`src/rtl/hamming_pkg.sv`:
```
// Shared definitions for the Hamming(12,8) transmit serializer.
// Optional build macro: HAMMING_SECDED_EN appends an overall even-parity bit,
// which makes the serial frame 13 bits long.
package hamming_pkg;

    localparam int DATA_W = 8;
    localparam int CODE_W = 12;

`ifdef HAMMING_SECDED_EN
    localparam int FRAME_LEN = CODE_W + 1;
`else
    localparam int FRAME_LEN = CODE_W;
`endif

    // Codeword position of data bit d[i], i = 1..8.
    localparam int DATA_POS [1:DATA_W] = '{3, 5, 6, 7, 9, 10, 11, 12};
    // Parity bit k sits at position 2**k and covers every position with bit k set.
    localparam int PARITY_POS [0:3] = '{1, 2, 4, 8};

    typedef enum logic [1:0] {IDLE, SHIFT, GAP} state_e;

    // Scatter data into its positions, then fill each parity position with the
    // even parity of the positions it covers.
    function automatic logic [CODE_W:1] hamming_encode(input logic [DATA_W:1] d);
        logic [CODE_W:1] c;
        logic            p;
        c = '0;
        for (int i = 1; i <= DATA_W; i++) begin
            c[DATA_POS[i]] = d[i];
        end
        for (int k = 0; k < 4; k++) begin
            p = 1'b0;
            for (int j = 1; j <= CODE_W; j++) begin
                if (((j >> k) & 1) == 1 && j != PARITY_POS[k]) begin
                    p = p ^ c[j];
                end
            end
            c[PARITY_POS[k]] = p;
        end
        return c;
    endfunction

endpackage

```
`src/rtl/hamming_parity_gen.sv`:
```
// Combinational Hamming(12,8) encoder: data d[8:1] -> codeword c[12:1].
// Also serves as the reference encoder in the decoder's bench.
module hamming_parity_gen
    import hamming_pkg::*;
(
    input  logic [DATA_W:1] data_i,
    output logic [CODE_W:1] code_o
);

    assign code_o = hamming_encode(data_i);

endmodule

```
`src/rtl/hamming_tx_serializer.sv`:
```
// Hamming(12,8) transmit serializer: accepts bytes over valid/ready, encodes
// them and shifts the codeword out one bit per accepted beat with sof/eof.
// A one-entry holding register lets the next frame follow with no bubble.
// Optional build macro: HAMMING_SECDED_EN (13-bit frame with overall parity).
module hamming_tx_serializer
    import hamming_pkg::*;
#(
    parameter int GAP       = 0,    // idle cycles after each eof (0..15)
    parameter bit MSB_FIRST = 1'b0  // 0: codeword bit 1 first, 1: top bit first
) (
    input  logic        clk,
    input  logic        rst,
    input  logic [7:0]  data_i,
    input  logic        valid_i,
    output logic        ready_o,
    output logic        tx_bit_o,
    output logic        tx_valid_o,
    input  logic        tx_ready_i,
    output logic        tx_sof_o,
    output logic        tx_eof_o,
    output logic [11:0] code_o,
    output logic        busy_o
);

    localparam int         FL       = FRAME_LEN;
    localparam logic [3:0] LAST_CNT = 4'(FL - 1);
    localparam logic [3:0] GAP_LAST = 4'(GAP - 1);

    // The GAP parameter hides the GAP state name from the wildcard import,
    // so the state is always referenced through the package scope.
    state_e            state_q, state_d;
    logic [3:0]        cnt_q, cnt_d;
    logic [3:0]        gap_q, gap_d;
    logic              hold_full_q, hold_full_d;
    logic [CODE_W:1]   hold_q, hold_d;
    logic [CODE_W:1]   code_q, code_d;
    logic [FL-1:0]     frame_q, frame_d;

    logic [CODE_W:1]   enc_code;
    logic              accept;
    logic              beat;
    logic              eof_bit;
    logic              load;
    logic              direct;
    logic [CODE_W:1]   load_code;

    hamming_parity_gen u_parity (
        .data_i (data_i),
        .code_o (enc_code)
    );

    // Lay the codeword out in transmission order so the counter indexes it directly.
    function automatic logic [FL-1:0] build_frame(input logic [CODE_W:1] c);
        logic [FL:1]   ext;
        logic [FL-1:0] f;
`ifdef HAMMING_SECDED_EN
        ext = {^c, c};
`else
        ext = c;
`endif
        for (int i = 0; i < FL; i++) begin
            f[i] = MSB_FIRST ? ext[FL - i] : ext[i + 1];
        end
        return f;
    endfunction

    assign accept     = valid_i & ~hold_full_q;
    assign tx_valid_o = (state_q == SHIFT);
    assign beat       = tx_valid_o & tx_ready_i;
    assign eof_bit    = tx_valid_o & (cnt_q == LAST_CNT);

    // Next-state logic: frame sequencing, holding-register fill/drain and reloads.
    always_comb begin
        // NOTE: every variable gets a default first so no path leaves it unassigned (no latches).
        state_d     = state_q;
        cnt_d       = cnt_q;
        gap_d       = gap_q;
        hold_full_d = hold_full_q;
        hold_d      = hold_q;
        code_d      = code_q;
        frame_d     = frame_q;
        load        = 1'b0;
        direct      = 1'b0;
        load_code   = hold_q;

        unique case (state_q)
            IDLE: begin
                if (hold_full_q) begin
                    load = 1'b1;
                end else if (accept) begin
                    // Idle word bypasses the hold so sof appears the next cycle.
                    load      = 1'b1;
                    direct    = 1'b1;
                    load_code = enc_code;
                end
            end
            SHIFT: begin
                if (beat) begin
                    if (eof_bit) begin
                        if (GAP > 0) begin
                            state_d = hamming_pkg::GAP;
                            gap_d   = '0;
                        end else if (hold_full_q) begin
                            load = 1'b1;
                        end else begin
                            state_d = IDLE;
                        end
                    end else begin
                        cnt_d = cnt_q + 4'd1;
                    end
                end
            end
            hamming_pkg::GAP: begin
                gap_d = gap_q + 4'd1;
                if (gap_q == GAP_LAST) begin
                    if (hold_full_q) begin
                        load = 1'b1;
                    end else begin
                        state_d = IDLE;
                    end
                end
            end
            default: state_d = IDLE;
        endcase

        // Reload and accept never coincide on the hold: ready_o is low while it is full.
        if (load && !direct) begin
            hold_full_d = 1'b0;
        end
        if (accept && !direct) begin
            hold_full_d = 1'b1;
            hold_d      = enc_code;
        end

        if (load) begin
            state_d = SHIFT;
            cnt_d   = '0;
            code_d  = load_code;
            frame_d = build_frame(load_code);
        end
    end

    // State and datapath registers; reset aborts any frame and drops the held word.
    always_ff @(posedge clk or posedge rst) begin
        if (rst) begin
            state_q     <= IDLE;
            cnt_q       <= '0;
            gap_q       <= '0;
            hold_full_q <= 1'b0;
            // NOTE: data registers are reset too so code_o and tx_bit_o read 0 after reset.
            hold_q      <= '0;
            code_q      <= '0;
            frame_q     <= '0;
        end else begin
            // NOTE: non-blocking assignments so every register samples pre-edge values.
            state_q     <= state_d;
            cnt_q       <= cnt_d;
            gap_q       <= gap_d;
            hold_full_q <= hold_full_d;
            hold_q      <= hold_d;
            code_q      <= code_d;
            frame_q     <= frame_d;
        end
    end

    assign ready_o  = ~hold_full_q;
    assign tx_bit_o = tx_valid_o & frame_q[cnt_q];
    assign tx_sof_o = tx_valid_o & (cnt_q == 4'd0);
    assign tx_eof_o = eof_bit;
    assign code_o   = code_q;
    assign busy_o   = (state_q != IDLE) | hold_full_q;

endmodule
```
`config.mk`:
```
export PLATFORM = sky130hd
export DESIGN_NAME = hamming_tx_serializer
export DESIGN_NICKNAME = d
export VERILOG_FILES = /design/src/rtl/hamming_pkg.sv /design/src/rtl/hamming_parity_gen.sv /design/src/rtl/hamming_tx_serializer.sv
export SDC_FILE = /design/constraint.sdc
export NUM_CORES = 1
export LEC_CHECK = 0
export ABC_CLOCK_PERIOD_IN_PS = 5200
export BUFFER_PORTS_ARGS = -buffer_cell sky130_fd_sc_hd__buf_2
export CAP_MARGIN = 20
export CELL_PAD_IN_SITES_DETAIL_PLACEMENT = 0
export CELL_PAD_IN_SITES_GLOBAL_PLACEMENT = 1
export CORE_AREA = 2 2 62 64
export DETAILED_ROUTE_END_ITERATION = 10
export DIE_AREA = 0 0 64 66
export HOLD_SLACK_MARGIN = 0.03
export PLACE_DENSITY = 0.81
export SYNTH_ARGS = -nofsm -noshare
export SYNTH_HDL_FRONTEND = slang
export SYNTH_SLANG_ARGS = --single-unit
```
`constraint.sdc`:
```
create_clock -name clk -period 5.2 [get_ports clk]
set_clock_uncertainty 0.2 [all_clocks]
set_input_delay 1.04 -clock clk [delete_from_list [all_inputs] [get_ports clk]]
set_output_delay 1.04 -clock clk [all_outputs]
set_load 0.1 [all_outputs]
```
# Word level (Yosys, flattened, before mapping)
# Cells that the tools add are included.
[totals]
regBits = 35
in_bits = 12
output_inout_bits = 18
elab_cells = 76
[classes]
n_addsub = 2
n_lt_le_gt_ge = 1
eq_ne = 9
muxes = 26
n_bitwise = 21
n_reduce_logical = 11
[op_table]
columns = ["operator", "count"]
rows = [
  ["$mux 12", 3],
  ["$mux 4", 4],
  ["$xor 1x1->1", 14],
  ["$mux 1", 11],
  ["$mux 2", 5],
  ["$add 4x1->4 const B", 2],
  ["$eq 4x4->1 const B", 2],
  ["$reduce_bool 2->1", 4],
  ["$ne 3x1->1 const B", 2],
  ["$pmux 2 s3", 1],
  ["$and 1x1->1", 5],
  ["$lt 4x5->1 const B", 1],
  ["$bmux 1 s4", 1],
  ["$logic_not 4->1", 1],
  ["$reduce_and 4->1", 1],
  ["$ne 3x3->1 const B", 1],
  ["$pmux 1 s3", 1],
  ["$reduce_and 3->1", 1],
  ["$eq 2x1->1 const B", 1],
  ["$eq 2x2->1 const B", 1],
  ["$logic_and 1x1->1", 2],
  ["$logic_not 2->1", 1],
  ["$ne 2x1->1 const B", 1],
  ["$ne 2x2->1 const B", 1],
  ["3 further kinds", 3],
]

# Logic depth before layout (Yosys ltp)
[logic_depth]
depth_word = 9
mapped_depth = 6

# By module
# From an unflattened synthesis, not the netlist that was laid out.
[unflattened]
cells_unflattened = 138
area_unflattened_um2 = 1785.5
[modules_own_cells]
columns = ["module", "n_inst", "cells_per_inst", "area_per_inst_um2", "seq_area_each_um2"]
rows = [
  ["hamming_tx_serializer", 1, 119, 1614.0, 750.7],
  ["hamming_parity_gen", 1, 19, 171.4, 0.0],
]

# Worst setup path before layout
# No wires, ideal clock.
[synth_timing]
path_kind = "reg2out"
startpoint = "register frame_q[9]"
endpoint = "output tx_bit_o"
arrival_ns = 3.846
path_slack_ns = 0.114
stages_incl_launch_ff = 4
cell_sequence = "dfrtp_1 mux4_2 nand2_1 a311oi_1"
[synth_between]
elab_chain_cells = 3
[synth_rtl]
columns = ["element", "line_no", "source"]
rows = [
  ["from (decl)", "hamming_tx_serializer.sv:37", "logic [FL-1:0] frame_q, frame_d;"],
  ["from (signal assigned)", "hamming_tx_serializer.sv:162", "frame_q <= frame_d;"],
  ["$bmux 1 s4", "hamming_tx_serializer.sv:167", "assign tx_bit_o = tx_valid_o & frame_q[cnt_q];"],
  ["$mux 1 (implied by the code)", "hamming_tx_serializer.sv:167", ""],
  ["$and 1x1->1", "hamming_tx_serializer.sv:167", ""],
  ["to (decl)", "hamming_tx_serializer.sv:16", "output logic tx_bit_o,"],
]
# Every way passes these cells. The select of a mux whose other input is x is not followed.

# Worst setup path after layout
[layout_timing]
startpoint = "register cnt_q[0]"
endpoint = "output tx_bit_o"
[layout_between]
elab_chain_cells = 3
[layout_rtl]
columns = ["element", "line_no", "source"]
rows = [
  ["from (decl)", "hamming_tx_serializer.sv:32", "logic [3:0] cnt_q, cnt_d;"],
  ["from (signal assigned)", "hamming_tx_serializer.sv:157", "cnt_q <= cnt_d;"],
  ["$bmux 1 s4", "hamming_tx_serializer.sv:167", ""],
  ["$mux 1 (implied by the code)", "hamming_tx_serializer.sv:167", ""],
  ["$and 1x1->1", "hamming_tx_serializer.sv:167", ""],
]
# Every way passes these cells. The select of a mux whose other input is x is not followed.

==> qor.yml <==
status: "finished, final reports clean"
slew_violations: 0
num_vias: 1150
use_met3_pct: 5.11
ff2ff_setup_slack_ps: 3200
gp_congestion: 0.816
cts_tree: "done"
ys_types: 31
hold_viol_final: 0
dp_slack_ps: 2310
layout.nets: 190
grt_pass1_vias: 1205
insertion_delay_ps: 320
firstDrtPassIters: 4
core_mm2: 0.00355
synthArstFlopShare_pct: 100
area_delta_synth_final_pct: 15.4
setup_slack_ps: 1950
cts_setup_buffers: 0
top_usage_layer: "met2"
via_per_inst: 5.11
seq_area_frac_synth_pct: 47.1
grt_pass1_wl_mm: 5.51
die_h_um: 66
critPathKind: "reg2out"
drv_cap: 0
grtUsageMet1_pct: 20.1
met2_usage_pct: 28.9
crit_buf_inv: 1
ant_nets: 0
rsz0062_at_grt: "false"
timing.slew.headroom_pct: 58.5
dp_hpwl_mm: 2.39
ys_warn_count: 0
synth-edff-count: 0
io_pins: 30
num_rows: 22
drc: 0
slowest_delay_ps: 500
cts_inserted_buffers: 5
crit_required_ps: 3960
fmax_ghz: 0.308
hold_class: "reg2reg"
hold_buffers: 0
grt_max_degree: 25
crit_arrival_ps: 2010
hold_ws_ps: 287
finalSetupTns_ps: 0
port_buffers: 29
path_max_fanout: 7
period_needed_ps: 3250
synthesis.nets: 159
cts_resized: 0
ys.flop_type: "dfrtp_1"
critical_path.top_delay_family: "flip-flops"
syn-instance-count: 145
start_util_pct: 44.9
die_area_mm2: 0.00422
fin_util_pct: 51.8
setup_viol: 0
nFillCells: 331
worstMarginPinSlew_ps: 622
wl_per_cell_um: 14.1
path_cells: "mux4_2 -> nand2_1 -> a311oi_1 -> buf_2"
endpoint_kind: "output pin"
cts_buffer_depth: 2
drtIter0Drc: 66
track_usage_pct: 17.1
avgSynthCellArea_um2: 11.0
ys_ff_latch: 30
chipWidth_um: 64
layout-drive-gt1-share_pct: 30.5
n_antenna_cell: 0
clock-sinks: 30
critPathLaunchType: "flop"
cts_max_level: 2
finalCritPeriodShare_pct: 62.5
path_clk_slew_ps: 90
grt_overflow_total: 0
antenna_found_initial: 0
wirelength_mm: 3.17
cts_root_buf: "clkbuf_4"
crit_slowest_cell: "dfrtp_1"
synth_area_mm2: 0.00159
[flip-flops by register name (all words and copies together), names as in the netlist]
signal       flops
hold_full_q      1
hold_q          12
cnt_q            4
state_q          1
frame_q         12
[kinds of logic after synthesis]
kind of cell	count (synthesis)	synth area share (%)
simple gates	35	11.5
flops	30	47.1
mux	18	14.2
buf+inv	18	5.81
compound gates	27	11.5
xor+xnor	15	8.24
fa+ha+maj	2	1.57
[through the flow]
step	std cells	cell area [µm²]
after global routing	225	1840
final	225	1840
after global placement	216	1750
after detailed placement	217	1780
after floorplan	145	1590
after CTS	225	1840
[placed cells by master (no fill, tap or decap)]
cell type and instances:
a221oi_1 2, buf_16 1, nand3_2 1, mux2i_1 8, and4_1 1, dfrtp_1 30, nand3_1 1, nand2_1 18
and2_1 2, a221oi_2 2, nand4_1 1, buf_2 29, nor3_1 2, xnor2_1 14, ha_1 2, xor2_1 1
clkbuf_8 1, inv_1 11, clkbuf_4 5, inv_2 1, nand3b_1 1, a22o_4 1, nand4b_4 1, a21oi_1 5
clkinv_2 1, a311oi_1 1, clkbuf_1 1, mux4_2 3, o21ai_0 14, and3_2 1, mux2_2 7, nor2_1 5
nand2b_1 1, a21o_1 2
[metal layers]
| metal | routed length [µm] | vias up | share of wire (%) |
|---|---|---|---|
| li1 | - | 563 | - |
| met1 | 1350 | 549 | 43 |
| met2 | 1580 | 32 | 50 |
| met3 | 173 | 6 | 5.5 |
| met4 | 60 | 0 | 1.9 |
| met5 | 0 | - | 0 |
[Yosys cell counts (3+ instances only)]
cell type	instances	share of area, %
a21oi_1	5	1.6
buf_6	3	2.1
dfrtp_1	30	47
inv_1	11	2.6
mux2_2	7	4.9
mux2i_1	8	5.0
mux4_2	3	4.2
nand2_1	18	4.2
nor2_1	5	1.2
o21ai_0	14	4.4
xnor2_1	14	7.7
[final timing paths]
| path | from | cells after the start | to |
|---|---|---|---|
| worst min register to register | hold_q[8] | 2 | hold_q[8] |
| min in group asynchronous | rst | 2 | frame_q[9] |
| max in group asynchronous | rst | 3 | frame_q[6] |
| worst min-delay path | hold_q[8] | 2 | hold_q[8] |
| worst max register to register | cnt_q[0] | 5 | frame_q[3] |
| worst max-delay path | cnt_q[0] | 4 | tx_bit_o |
[final cells by class]
type | count | area [µm²] | area share, %
Clock buffer | 7 | 55.1 | 2.99
Sequential cell | 30 | 751 | 40.8
Timing Repair Buffer | 30 | 173 | 9.39
Inverter | 12 | 45.0 | 2.45
Clock inverter | 1 | 5.00 | 0.272
Tap cell | 48 | 60.1 | 3.27
Multi-Input combinational cell | 97 | 751 | 40.8
[worst register-to-register path, delay by kind of cell, from the launching register on]
kind | cells | cell delay (ps)
flip-flops | 1 | 550
adder cells (fa/ha/maj) | 1 | 300
AO/OA/AOI/OAI | 3 | 750
AND/OR/NAND/NOR | 1 | 150
Power is not shown: default switching activity piles up to over one toggle a cycle in this logic, so the estimate is an artifact.
